**src/rtl/bcd_display_scanner.sv**
```systemverilog
// bcd_display_scanner
//   Time-multiplexes a two-digit BCD value onto one shared 7-segment bus.
//   The digits are snapshotted once per frame so a frame never mixes old and new
//   values. The block also provides leading-zero blanking, PWM brightness control
//   and a sticky flag for snapshots that hold a non-BCD digit.
//
// Ports
//   clk         clock, all state on the rising edge
//   rst         synchronous active-high reset
//   digit1      tens digit (BCD)
//   digit0      ones digit (BCD)
//   blank_lz    1: hide the tens digit when its snapshot is 0
//   brightness  PWM duty control: 0 = dark, all ones = full on
//   err_clr     clears err
//   seg         segments {g,f,e,d,c,b,a}, registered, polarity per SEG_ACTIVE_LOW
//   dig_en      one-hot digit enable ([0] ones, [1] tens), polarity per DIG_ACTIVE_LOW
//   err         sticky: a snapshot captured a digit greater than 9
module bcd_display_scanner #(
  parameter int unsigned REFRESH_DIV    = 1000,
  parameter int unsigned PWM_BITS       = 3,
  parameter int unsigned SEG_ACTIVE_LOW = 0,
  parameter int unsigned DIG_ACTIVE_LOW = 0
) (
  input  logic                clk,
  input  logic                rst,
  input  logic [3:0]          digit1,
  input  logic [3:0]          digit0,
  input  logic                blank_lz,
  input  logic [PWM_BITS-1:0] brightness,
  input  logic                err_clr,
  output logic [6:0]          seg,
  output logic [1:0]          dig_en,
  output logic                err
);

  localparam int unsigned     RefW    = (REFRESH_DIV > 1) ? $clog2(REFRESH_DIV) : 1;
  localparam logic [RefW-1:0] RefLast = RefW'(REFRESH_DIV - 1);
  // XOR masks double as the off level, since off is "nothing lit" before inversion.
  localparam logic [6:0]      SegInv  = (SEG_ACTIVE_LOW != 0) ? 7'h7f : 7'h00;
  localparam logic [1:0]      DigInv  = (DIG_ACTIVE_LOW != 0) ? 2'b11 : 2'b00;

  logic [RefW-1:0]     ref_cnt_q, ref_cnt_d;
  logic                slot_q, slot_d;
  logic [PWM_BITS-1:0] pwm_cnt_q, pwm_cnt_d;
  logic [3:0]          shadow_tens_q, shadow_tens_d;
  logic [3:0]          shadow_ones_q, shadow_ones_d;
  logic                err_q, err_d;
  logic [6:0]          seg_q, seg_d;
  logic [1:0]          dig_en_q, dig_en_d;

  logic                ref_wrap;
  logic                frame_end;
  logic                pwm_on;
  logic                tens_blank;
  logic                sel_en;
  logic                digit_bad;
  logic [3:0]          cur_digit;

  function automatic logic [6:0] seg_decode(input logic [3:0] d);
    logic [6:0] s;
    case (d)
      4'd0:    s = 7'h3f;
      4'd1:    s = 7'h06;
      4'd2:    s = 7'h5b;
      4'd3:    s = 7'h4f;
      4'd4:    s = 7'h66;
      4'd5:    s = 7'h6d;
      4'd6:    s = 7'h7d;
      4'd7:    s = 7'h07;
      4'd8:    s = 7'h7f;
      4'd9:    s = 7'h6f;
      default: s = 7'h40;  // non-BCD shows a dash
    endcase
    return s;
  endfunction

  always_comb begin
    ref_wrap   = (ref_cnt_q == RefLast);
    // Last cycle of the tens slot: the next cycle starts a new frame.
    frame_end  = ref_wrap && slot_q;
    pwm_on     = (brightness == '1) || (pwm_cnt_q < brightness);
    cur_digit  = slot_q ? shadow_tens_q : shadow_ones_q;
    tens_blank = slot_q && blank_lz && (shadow_tens_q == 4'd0);
    // First cycle of each slot is dark so the previous digit cannot ghost.
    sel_en     = (ref_cnt_q != '0) && pwm_on && !tens_blank;
    digit_bad  = (digit1 > 4'd9) || (digit0 > 4'd9);

    ref_cnt_d     = ref_wrap ? '0 : ref_cnt_q + 1'b1;
    slot_d        = ref_wrap ? !slot_q : slot_q;
    pwm_cnt_d     = pwm_cnt_q + 1'b1;
    shadow_tens_d = frame_end ? digit1 : shadow_tens_q;
    shadow_ones_d = frame_end ? digit0 : shadow_ones_q;

    // A new error on the snapshot edge takes priority over a clear.
    if (frame_end && digit_bad) begin
      err_d = 1'b1;
    end else if (err_clr) begin
      err_d = 1'b0;
    end else begin
      err_d = err_q;
    end

    dig_en_d = DigInv;
    seg_d    = SegInv;
    if (sel_en) begin
      dig_en_d = (slot_q ? 2'b10 : 2'b01) ^ DigInv;
      seg_d    = seg_decode(cur_digit) ^ SegInv;
    end
  end

  always_ff @(posedge clk) begin
    if (rst) begin
      ref_cnt_q     <= '0;
      slot_q        <= 1'b0;
      pwm_cnt_q     <= '0;
      shadow_tens_q <= 4'd0;
      shadow_ones_q <= 4'd0;
      err_q         <= 1'b0;
      seg_q         <= SegInv;
      dig_en_q      <= DigInv;
    end else begin
      ref_cnt_q     <= ref_cnt_d;
      slot_q        <= slot_d;
      pwm_cnt_q     <= pwm_cnt_d;
      shadow_tens_q <= shadow_tens_d;
      shadow_ones_q <= shadow_ones_d;
      err_q         <= err_d;
      seg_q         <= seg_d;
      dig_en_q      <= dig_en_d;
    end
  end

  assign seg    = seg_q;
  assign dig_en = dig_en_q;
  assign err    = err_q;

endmodule

```
**config.mk**
```make
export PLATFORM = sky130hd
export DESIGN_NAME = bcd_display_scanner
export DESIGN_NICKNAME = d
export VERILOG_FILES = /design/src/rtl/bcd_display_scanner.sv
export SDC_FILE = /design/constraint.sdc
export NUM_CORES = 1
export LEC_CHECK = 0
export ABC_CLOCK_PERIOD_IN_PS = 1820
export CORE_ASPECT_RATIO = 0.8
export CORE_MARGIN = 2
export CORE_UTILIZATION = 24
export DETAILED_ROUTE_END_ITERATION = 8
export GPL_TIMING_DRIVEN = 0
export PLACE_DENSITY_LB_ADDON = 0.3
export SYNTH_ARGS = -nofsm -noshare
export SYNTH_HDL_FRONTEND = slang
export SYNTH_SLANG_ARGS = --single-unit
```
**constraint.sdc**
```tcl
create_clock -name clk -period 1.82 [get_ports clk]
set_input_delay 0.182 -clock clk [delete_from_list [all_inputs] [get_ports clk]]
set_output_delay 0.182 -clock clk [all_outputs]
set_load 0.1 [all_outputs]
```
# == Word-level counts from Yosys, hierarchy flattened ==
# Memory sizes are Yosys's and may differ from the RTL's. A register that Yosys moved wholly into a read port is not among the register bits.
# Index checks and enable logic that the tools add are counted.
# W data, S select, Z words.
# classes
add_sub_neg,2
magnitude_cmp,3
eq_ne,2
muxes,4
bitwise_logic,1
n_reduce_logical,15
# op_table
op,n
$add A10 B1 Y10 const B,1
$eq A10 B10 Y1 const B,1
$reduce_bool A10 Y1,1
$gt A4 B4 Y1 const B,2
$logic_and A1 B1 Y1,6
$logic_not A4 Y1,1
$mux W4,1
$reduce_or A2 Y1,2
$add A3 B1 Y3 const B,1
$eq A3 B3 Y1 const B,1
$lt A3 B3 Y1,1
$logic_not A1 Y1,2
$logic_or A1 B1 Y1,2
$mux W1,2
$mux W2,1
$reduce_bool A2 Y1,1
$not A1 Y1,1
# word_totals
regBits,25
romBits,112
input_bits,15
output_inout_bits,10
word_cells,35
n_memories,1
# memory_table
memory,depth,width,read_ports,rd_clocked_by_memory_dff,write_ports,line,source
(name not given),16,7,1,1,0,61,case (d)

# == Longest topological paths before layout ==
# Gate-level depths: netlist of run 1.
# depth
ltp_word,6
depth_mapped,7
mapped_depth_nobuf,6

# == Worst setup path before layout of run 1 ==
# OpenSTA, ideal clock, no wires.
# synth_path
path_type,reg2reg
start,register slot_q
end,register seg_q[0] (netlist: seg[0])
setup_ns,0.067
arrival_ns,1.442
t_required_ns,1.753
path_slack_ns,0.311
stages_incl_launch_ff,8
path_buffers,1
period_less_slack_ns,1.509
path_cell_list,dfxtp_1 > buf_6 > mux2i_1 > inv_1 > ha_1 > mux2i_1 > nand2_1 > a21oi_2
# synth_via
elab_chain_cells,6
word_cells_on_any_way,7
cone_classes,mux: 1; bitwise: 1; reduce/logical: 5
# synth_lines
element,line,source
"start, declared",43,"logic slot_q, slot_d;"
"start signal, assigned",123,slot_q <= slot_d;
$logic_and A1 B1 Y1 (2 in a row),83,tens_blank = slot_q && blank_lz && (shadow_tens_q == 4'd0);
$logic_not A1 Y1,85,sel_en = (ref_cnt_q != '0) && pwm_on && !tens_blank;
$logic_and A1 B1 Y1,85,
$not A1 Y1 (no line),-,
$reduce_or A2 Y1 (no line),-,
"end, declared",48,"logic [6:0] seg_q, seg_d;"
# Several ways; a longest one is shown, not always the timed one.
# A chain may end at the register's enable or synchronous reset.

# == Worst setup path in the final report of run 1 ==
# layout_path
start,register err_q (netlist: err)
end,output port err
# layout_rtl
element,line,source
"start, declared",47,"logic err_q, err_d;"
"start signal, assigned",127,err_q <= err_d;
"end, declared",33,output logic err
# No word-level cell between the ends.

==> results of run 1 <==
==> per-stage QoR <==
step | hold WS (ps) | cell area [um2]
floorplan | 329 | 1520
CTS | 240 | 1930
global placement | 437 | 1850
detailed placement | 448 | 1850
global route | 263 | 1940
finish | 233 | 1940
==> cells by family after synthesis <==
group | count (synthesis) | share of synthesized area, %
xor gates and xnor gates | 10 | 5.77
DFF | 32 | 42.2
muxes | 14 | 10.3
buffers and inverters | 16 | 5.03
and+or+nand+nor | 61 | 19.3
AOI/OAI and AO/OA | 17 | 8.33
adders and majority gates | 11 | 9.07
==> sequential cells by signal (all words and copies together), names as in the netlist <==
register,cells
dig_en,2
err,1
pwm_cnt_q,3
ref_cnt_q,10
seg,7
shadow_ones_q,4
shadow_tens_q,4
slot_q,1
==> metal layers <==
layer,GRT usage [%],up-vias
li1,-,594
met1,12.9,508
met2,13.4,22
met3,3.20,5
met4,4.90,0
met5,0,-
==> cell usage in the layout, fill, tap and decap left out, types with 2 or more instances in the layout <==
cell / Yosys / layout
dfxtp_1: 32 / 32
nor2_1: 29 / 29
clkdlybuf4s50_1: 0 / 13
inv_1: 11 / 11
mux2i_1: 12 / 11
ha_1: 11 / 11
nand2_1: 10 / 10
dlygate4sd2_1: 0 / 10
xnor2_1: 6 / 6
clkbuf_8: 0 / 6
a21oi_2: 4 / 4
a21oi_1: 4 / 4
xor2_1: 4 / 4
o21ai_0: 4 / 4
nand4_1: 3 / 3
buf_6: 2 / 2
mux2i_4: 1 / 2
nor4b_1: 2 / 2
clkbuf_1: 2 / 2
nor3_1: 2 / 2
nand3_1: 2 / 2
and2_1: 2 / 2
and3_1: 2 / 2
nor2b_1: 2 / 2
clkinv_2: 0 / 2
==> cell type report <==
| class | instances | share of cell area, % |
|---|---|---|
| clock buffer | 6 | 4.25 |
| clock inverter | 2 | 0.515 |
| buffer | 5 | 1.80 |
| multi-input combinational | 113 | 41.9 |
| sequential | 32 | 33.0 |
| tap | 81 | 5.22 |
| inverter | 11 | 2.13 |
| timing repair buffer | 23 | 11.2 |
==> power breakdown <==
| part | leakage, nW | switching (mW) | internal (mW) | total (mW) |
|---|---|---|---|---|
| clock network | 0.0510 | 0.266 | 0.301 | 0.567 |
| logic | 0.500 | 0.198 | 0.0767 | 0.274 |
| registers | 0.261 | 0.0123 | 0.730 | 0.742 |
| total | 0.812 | 0.476 | 1.11 | 1.58 |
==> worst reg2reg max path: stages, from the launching register on <==
cell and delay (ps):
dfxtp_1 320, buf_6 150, mux2i_2 360, inv_1 110
ha_1 230, mux2i_1 140, nand2_1 80, a21oi_2 150
==> path summary, 6_finish.rpt <==
path,from,end,slack [ps],cells past startpoint
worst max-delay path,err$_SDFFE_PP0P_,err,170,1
worst max register to register,slot_q$_SDFFE_PP0N_,seg[3]$_SDFF_PP0_,220,7
worst min register to register,pwm_cnt_q[0]$_SDFF_PP0_,pwm_cnt_q[0]$_SDFF_PP0_,450,1
worst min-delay path,rst,err$_SDFFE_PP0P_,230,2
==> what timing repair did <==
item                                    CTS  global route
gates resized for setup                  10             2
buffers inserted                          0             0
pin swaps                                 0             0
endpoints found under the setup margin   10             3
==> flow_metrics.env, run 1 <==
export IMPL_run_status="complete, no violations"
export IMPL_post_synth_inst_count=161
export IMPL_placed_cells_incl_taps=265
export IMPL_report_final_slew_viol_count=0
export IMPL_post_route_util_pct=32.3
export IMPL_nNetsFinal=217
export IMPL_count_of_antenna_violating_nets_left_after_detailed_routing=0
export IMPL_met1_length_um=1600
export IMPL_yosys_area_top_type="dfxtp_1"
export IMPL_crit_path_cell_trace="dlygate4sd2_1"
export IMPL_cts_buffers_inserted=5
export IMPL_grt_antenna_before_repair=0
export IMPL_chipHeight_um=75.1
export IMPL_critical_path_top_delay_family="buffers and inverters"
export IMPL_finClkSkew_ps=8.33
export IMPL_ctsHtreeMaxLevel=2
export IMPL_post_layout_nonfiller_instances=273
export IMPL_synth_edff_count=0
export IMPL_timing_setup_critical_path_class="flop to output pin"
export IMPL_setup_viol_count_final=0
export IMPL_antenna_diode_count=0
export IMPL_first_pass_iters=4
export IMPL_total_leakage_power_nw=0.812
export IMPL_core_rowCount=25
export IMPL_initial_core_util_pct=25.3
export IMPL_fp_dieArea_um2=6980
export IMPL_detailedPlace_worstSlack_ps=-117
export IMPL_sum_of_internal_switching_and_leakage_power_mw=1.58
export IMPL_synth_ff_latch_count=32
export IMPL_synth_top_cells_by_area="dfxtp_1 (42%), ha_1 (9.1%), mux2i_1 (7.9%)"
export IMPL_clk_path_buf_depth=2
export IMPL_max_stage_delay_ps=860
export IMPL_yosys_warnings=0
export IMPL_multiInputGateArea_um2=813
export IMPL_seq_area_frac_synth_pct=42.2
export IMPL_slew_headroom_pct=36.3
export IMPL_globalRouteTotalUtil_pct=9.49
export IMPL_storage_cell_area_um2=641
export IMPL_cts_root_buffer="clkbuf_8"
export IMPL_achievable_frequency_ghz=0.606
export IMPL_first_global_vias=1057
export IMPL_layout_fillers=658
export IMPL_power_density_nw_per_um2=816
export IMPL_cts_hold_buf=0
export IMPL_yosys_area_top_type_share_pct=42.2
export IMPL_boundaryPins=25
export IMPL_clk_transition_reported_paths_ps=70
export IMPL_initialDrtViolationCount=51
export IMPL_met3RoutedLength_um=133
export IMPL_detailedPlacementHpwl_um=2160
export IMPL_vdd_drop_max_v=0.000263
export IMPL_worstSetupEndpointType="output pin"
export IMPL_post_route_min_period_ps=1650
export IMPL_worstPathBufferInverterCount=1
export IMPL_die_width_um=92.9
export IMPL_area_delta_synth_final_pct=27.9
export IMPL_synth_async_sr_flop_share_pct=0
export IMPL_syn_mean_instance_area_um2=9.43
export IMPL_critPathArrivalTime_ps=1470
export IMPL_routed_top_layer="met4"
export IMPL_critical_path_startpoint_type="flop"
export IMPL_grt_start_max_net_pins=11
export IMPL_layout_drive_gt1_share_pct=11.5
export IMPL_synthMostInstantiatedCell="dfxtp_1"
export IMPL_cts_tree="yes"
export IMPL_setup_tns_final_ps=0
export IMPL_drt_wl_total_um=2960
export IMPL_crit_fanout=2
export IMPL_dr_wl_met2_um=1170
export IMPL_layout_worst_path_cycle_share_pct=90.6
export IMPL_route_detailed_wl_per_inst_um=10.8
export IMPL_hold_viol_final=0
export IMPL_worstSkewPairLatency_ps=290
export IMPL_grt_first_pass_wirelength_um=5040
export IMPL_synthTopCellsByCount="dfxtp_1 (32), nor2_1 (29), mux2i_1 (12)"
export IMPL_grt_setup_unrepaired="false"
export IMPL_timing_hold_worst_class="input port to flop"
export IMPL_drv_cap=0
export IMPL_finalWorstSetupSlack_ps=170
export IMPL_fp_coreArea_um2=6010
export IMPL_globalRoute_totalOverflow=0
export IMPL_dr_total_vias=1129
export IMPL_synth_cell_area_um2=1520
export IMPL_io_buffers=23
export IMPL_clock_sinks=32
export IMPL_worst_slew_pin_slew_ps=959
export IMPL_timing_critical_path_slowest_stage_cell="dlygate4sd2_1"
export IMPL_drc_errors=0
export IMPL_synth_nets=187
export IMPL_synth_main_ff_cell="dfxtp_1"
export IMPL_weighted_congestion_reported_at_the_end_of_routability_driven_placement=0.825
export IMPL_synthDistinctLibCells=35
export IMPL_cp_data_required_time_ps=1640
export IMPL_post_drt_via_cell_ratio=4.14
(Power assumes the default switching activity.)
==> run 2: changes to the inputs <==
--- a/config.mk
+++ b/config.mk
@@ -8,7 +8,7 @@
 export ABC_CLOCK_PERIOD_IN_PS = 1820
 export CORE_ASPECT_RATIO = 0.8
 export CORE_MARGIN = 2
-export CORE_UTILIZATION = 24
+export CORE_UTILIZATION = 52
 export DETAILED_ROUTE_END_ITERATION = 8
 export GPL_TIMING_DRIVEN = 0
 export PLACE_DENSITY_LB_ADDON = 0.3
==> flow_metrics.env, run 2 (synthesized netlist as in run 1, its figures left out) <==
export IMPL_cp_data_required_time_ps=1640
export IMPL_sw_frac_of_total_pct=30.4
export IMPL_area_delta_synth_final_pct=21.6
export IMPL_dr_total_vias=1112
export IMPL_cts_hold_buf=0
export IMPL_grt_setup_unrepaired="false"
export IMPL_achievable_frequency_ghz=0.591
export IMPL_finalWorstSetupSlack_ps=128
export IMPL_grt_first_pass_wirelength_um=4570
export IMPL_max_flop_register="ref_cnt_q"
export IMPL_largest_reg_flops=10
export IMPL_finClkSkew_ps=5.11
export IMPL_count_of_antenna_violating_nets_left_after_detailed_routing=0
export IMPL_detailedPlacementHpwl_um=1990
export IMPL_globalRoute_totalOverflow=0
export IMPL_report_final_slew_viol_count=0
export IMPL_ctsHtreeMaxLevel=2
export IMPL_total_leakage_power_nw=0.792
export IMPL_worstSkewPairLatency_ps=330
export IMPL_clk_transition_reported_paths_ps=90
export IMPL_weighted_congestion_reported_at_the_end_of_routability_driven_placement=0.775
export IMPL_crit_path_cell_trace="dlygate4sd2_1"
export IMPL_p_seq_share_pct=51.7
export IMPL_critical_path_startpoint_type="flop"
export IMPL_grtUsageMet1_pct=22.4
export IMPL_initial_core_util_pct=54.9
export IMPL_layout_drive_gt1_share_pct=10.4
export IMPL_post_layout_nonfiller_instances=230
export IMPL_layout_cells_most_common_list="dfxtp_1 (32), nor2_1 (29), clkdlybuf4s50_1 (13)"
export IMPL_vdd_drop_max_v=0.000455
export IMPL_hold_worst_slack_ps=186
export IMPL_layout_fillers=259
export IMPL_combinationalPowerShare_pct=19.1
export IMPL_timing_critical_path_slowest_stage_cell="dlygate4sd2_1"
export IMPL_timing_setup_critical_path_class="flop to output pin"
export IMPL_share_clk_of_total_power_pct=29.1
export IMPL_setup_reg_to_reg_worst_slack_ps=180
export IMPL_count_of_buffers_added_by_post_cts_timing_repair_for_setup=0
export IMPL_fp_dieArea_um2=3370
export IMPL_worstSetupEndpointType="output pin"
export IMPL_crit_fanout=2
export IMPL_fp_coreArea_um2=2770
export IMPL_grt_most_used_layer="met2"
export IMPL_internal_power_mw=0.997
export IMPL_grt_antenna_before_repair=0
export IMPL_p_sw_mw=0.436
export IMPL_timing_hold_worst_class="input port to flop"
export IMPL_hold_viol_final=0
export IMPL_cts_buffers_inserted=5
export IMPL_drv_cap=0
export IMPL_clk_path_buf_depth=2
export IMPL_chipHeight_um=52.3
export IMPL_critPathArrivalTime_ps=1510
export IMPL_first_global_vias=1083
export IMPL_cts_root_buffer="clkbuf_4"
export IMPL_post_route_util_pct=66.7
export IMPL_die_width_um=64.4
export IMPL_finalInstanceArea_um2=1850
export IMPL_clock_sinks=32
export IMPL_core_rowCount=17
export IMPL_layout_commonest_cell="dfxtp_1"
export IMPL_first_pass_iters=4
export IMPL_nNetsFinal=217
export IMPL_grt_start_max_net_pins=11
export IMPL_worstPathBufferInverterCount=1
export IMPL_detailedPlace_worstSlack_ps=-65.5
export IMPL_placed_cells_incl_taps=222
export IMPL_postCtsResizedCells=10
export IMPL_layout_worst_path_cycle_share_pct=93.0
export IMPL_boundaryPins=25
export IMPL_groute_layer_met3_usage_pct=5.16
export IMPL_critical_path_top_delay_family="buffers and inverters"
export IMPL_grtUsageMet2_pct=29.0
export IMPL_globalRouteTotalUtil_pct=18.1
export IMPL_io_buffers=23
export IMPL_drc_errors=0
export IMPL_route_detailed_wl_per_inst_um=11.4
export IMPL_post_route_min_period_ps=1690
export IMPL_power_density_nw_per_um2=776
export IMPL_slew_headroom_pct=36.4
export IMPL_post_drt_via_cell_ratio=4.83
export IMPL_max_stage_delay_ps=850
export IMPL_cts_tree="yes"
export IMPL_setup_viol_count_final=0
export IMPL_placed_cell_area_um2=1800
export IMPL_sum_of_internal_switching_and_leakage_power_mw=1.43
export IMPL_run_status="complete, no violations"
export IMPL_setup_tns_final_ps=0
export IMPL_drt_wl_total_um=2620
export IMPL_initialDrtViolationCount=24
export IMPL_antenna_diode_count=0
export IMPL_worst_slew_pin_slew_ps=957
[run 2: per-layer routing]
| layer | vias to the layer above | routed length (um) |
|---|---|---|
| met3 | 6 | 138 |
| met4 | 0 | 40 |
| met2 | 25 | 1160 |
| li1 | 589 | - |
| met5 | - | 0 |
| met1 | 492 | 1280 |
[run 2: worst paths after layout]
| kind | from | to | depth (start not counted) |
|---|---|---|---|
| max | err$_SDFFE_PP0P_ | err | 1 |
| min | rst | shadow_ones_q[0]$_SDFFE_PP0P_ | 2 |
| max reg2reg | slot_q$_SDFFE_PP0N_ | seg[3]$_SDFF_PP0_ | 7 |
| min reg2reg | pwm_cnt_q[0]$_SDFF_PP0_ | pwm_cnt_q[0]$_SDFF_PP0_ | 1 |
[run 2: layout make-up]
cell class              instances  area, um2  area share, %
well taps                      38       47.5           2.58
flip-flops and latches         32        641           34.7
inverters                      11       41.3           2.24
repair buffers                 23        218           11.8
plain buffers                   5       35.0           1.90
clock buffers                   8       58.8           3.19
multi-input cells             113        805           43.6
[run 2: power by group through the flow]
stage / combinational (mW) / clock [mW] / sequential (mW)
6_report: 0.274 / 0.418 / 0.741
5_1_grt: 0.292 / 0.458 / 0.746
4_1_cts: 0.276 / 0.428 / 0.742
3_5_place_dp: 0.288 / 0 / 0.760
3_3_place_gp: 0.284 / 0 / 0.757
2_1_floorplan: 0.0695 / 0 / 0.894
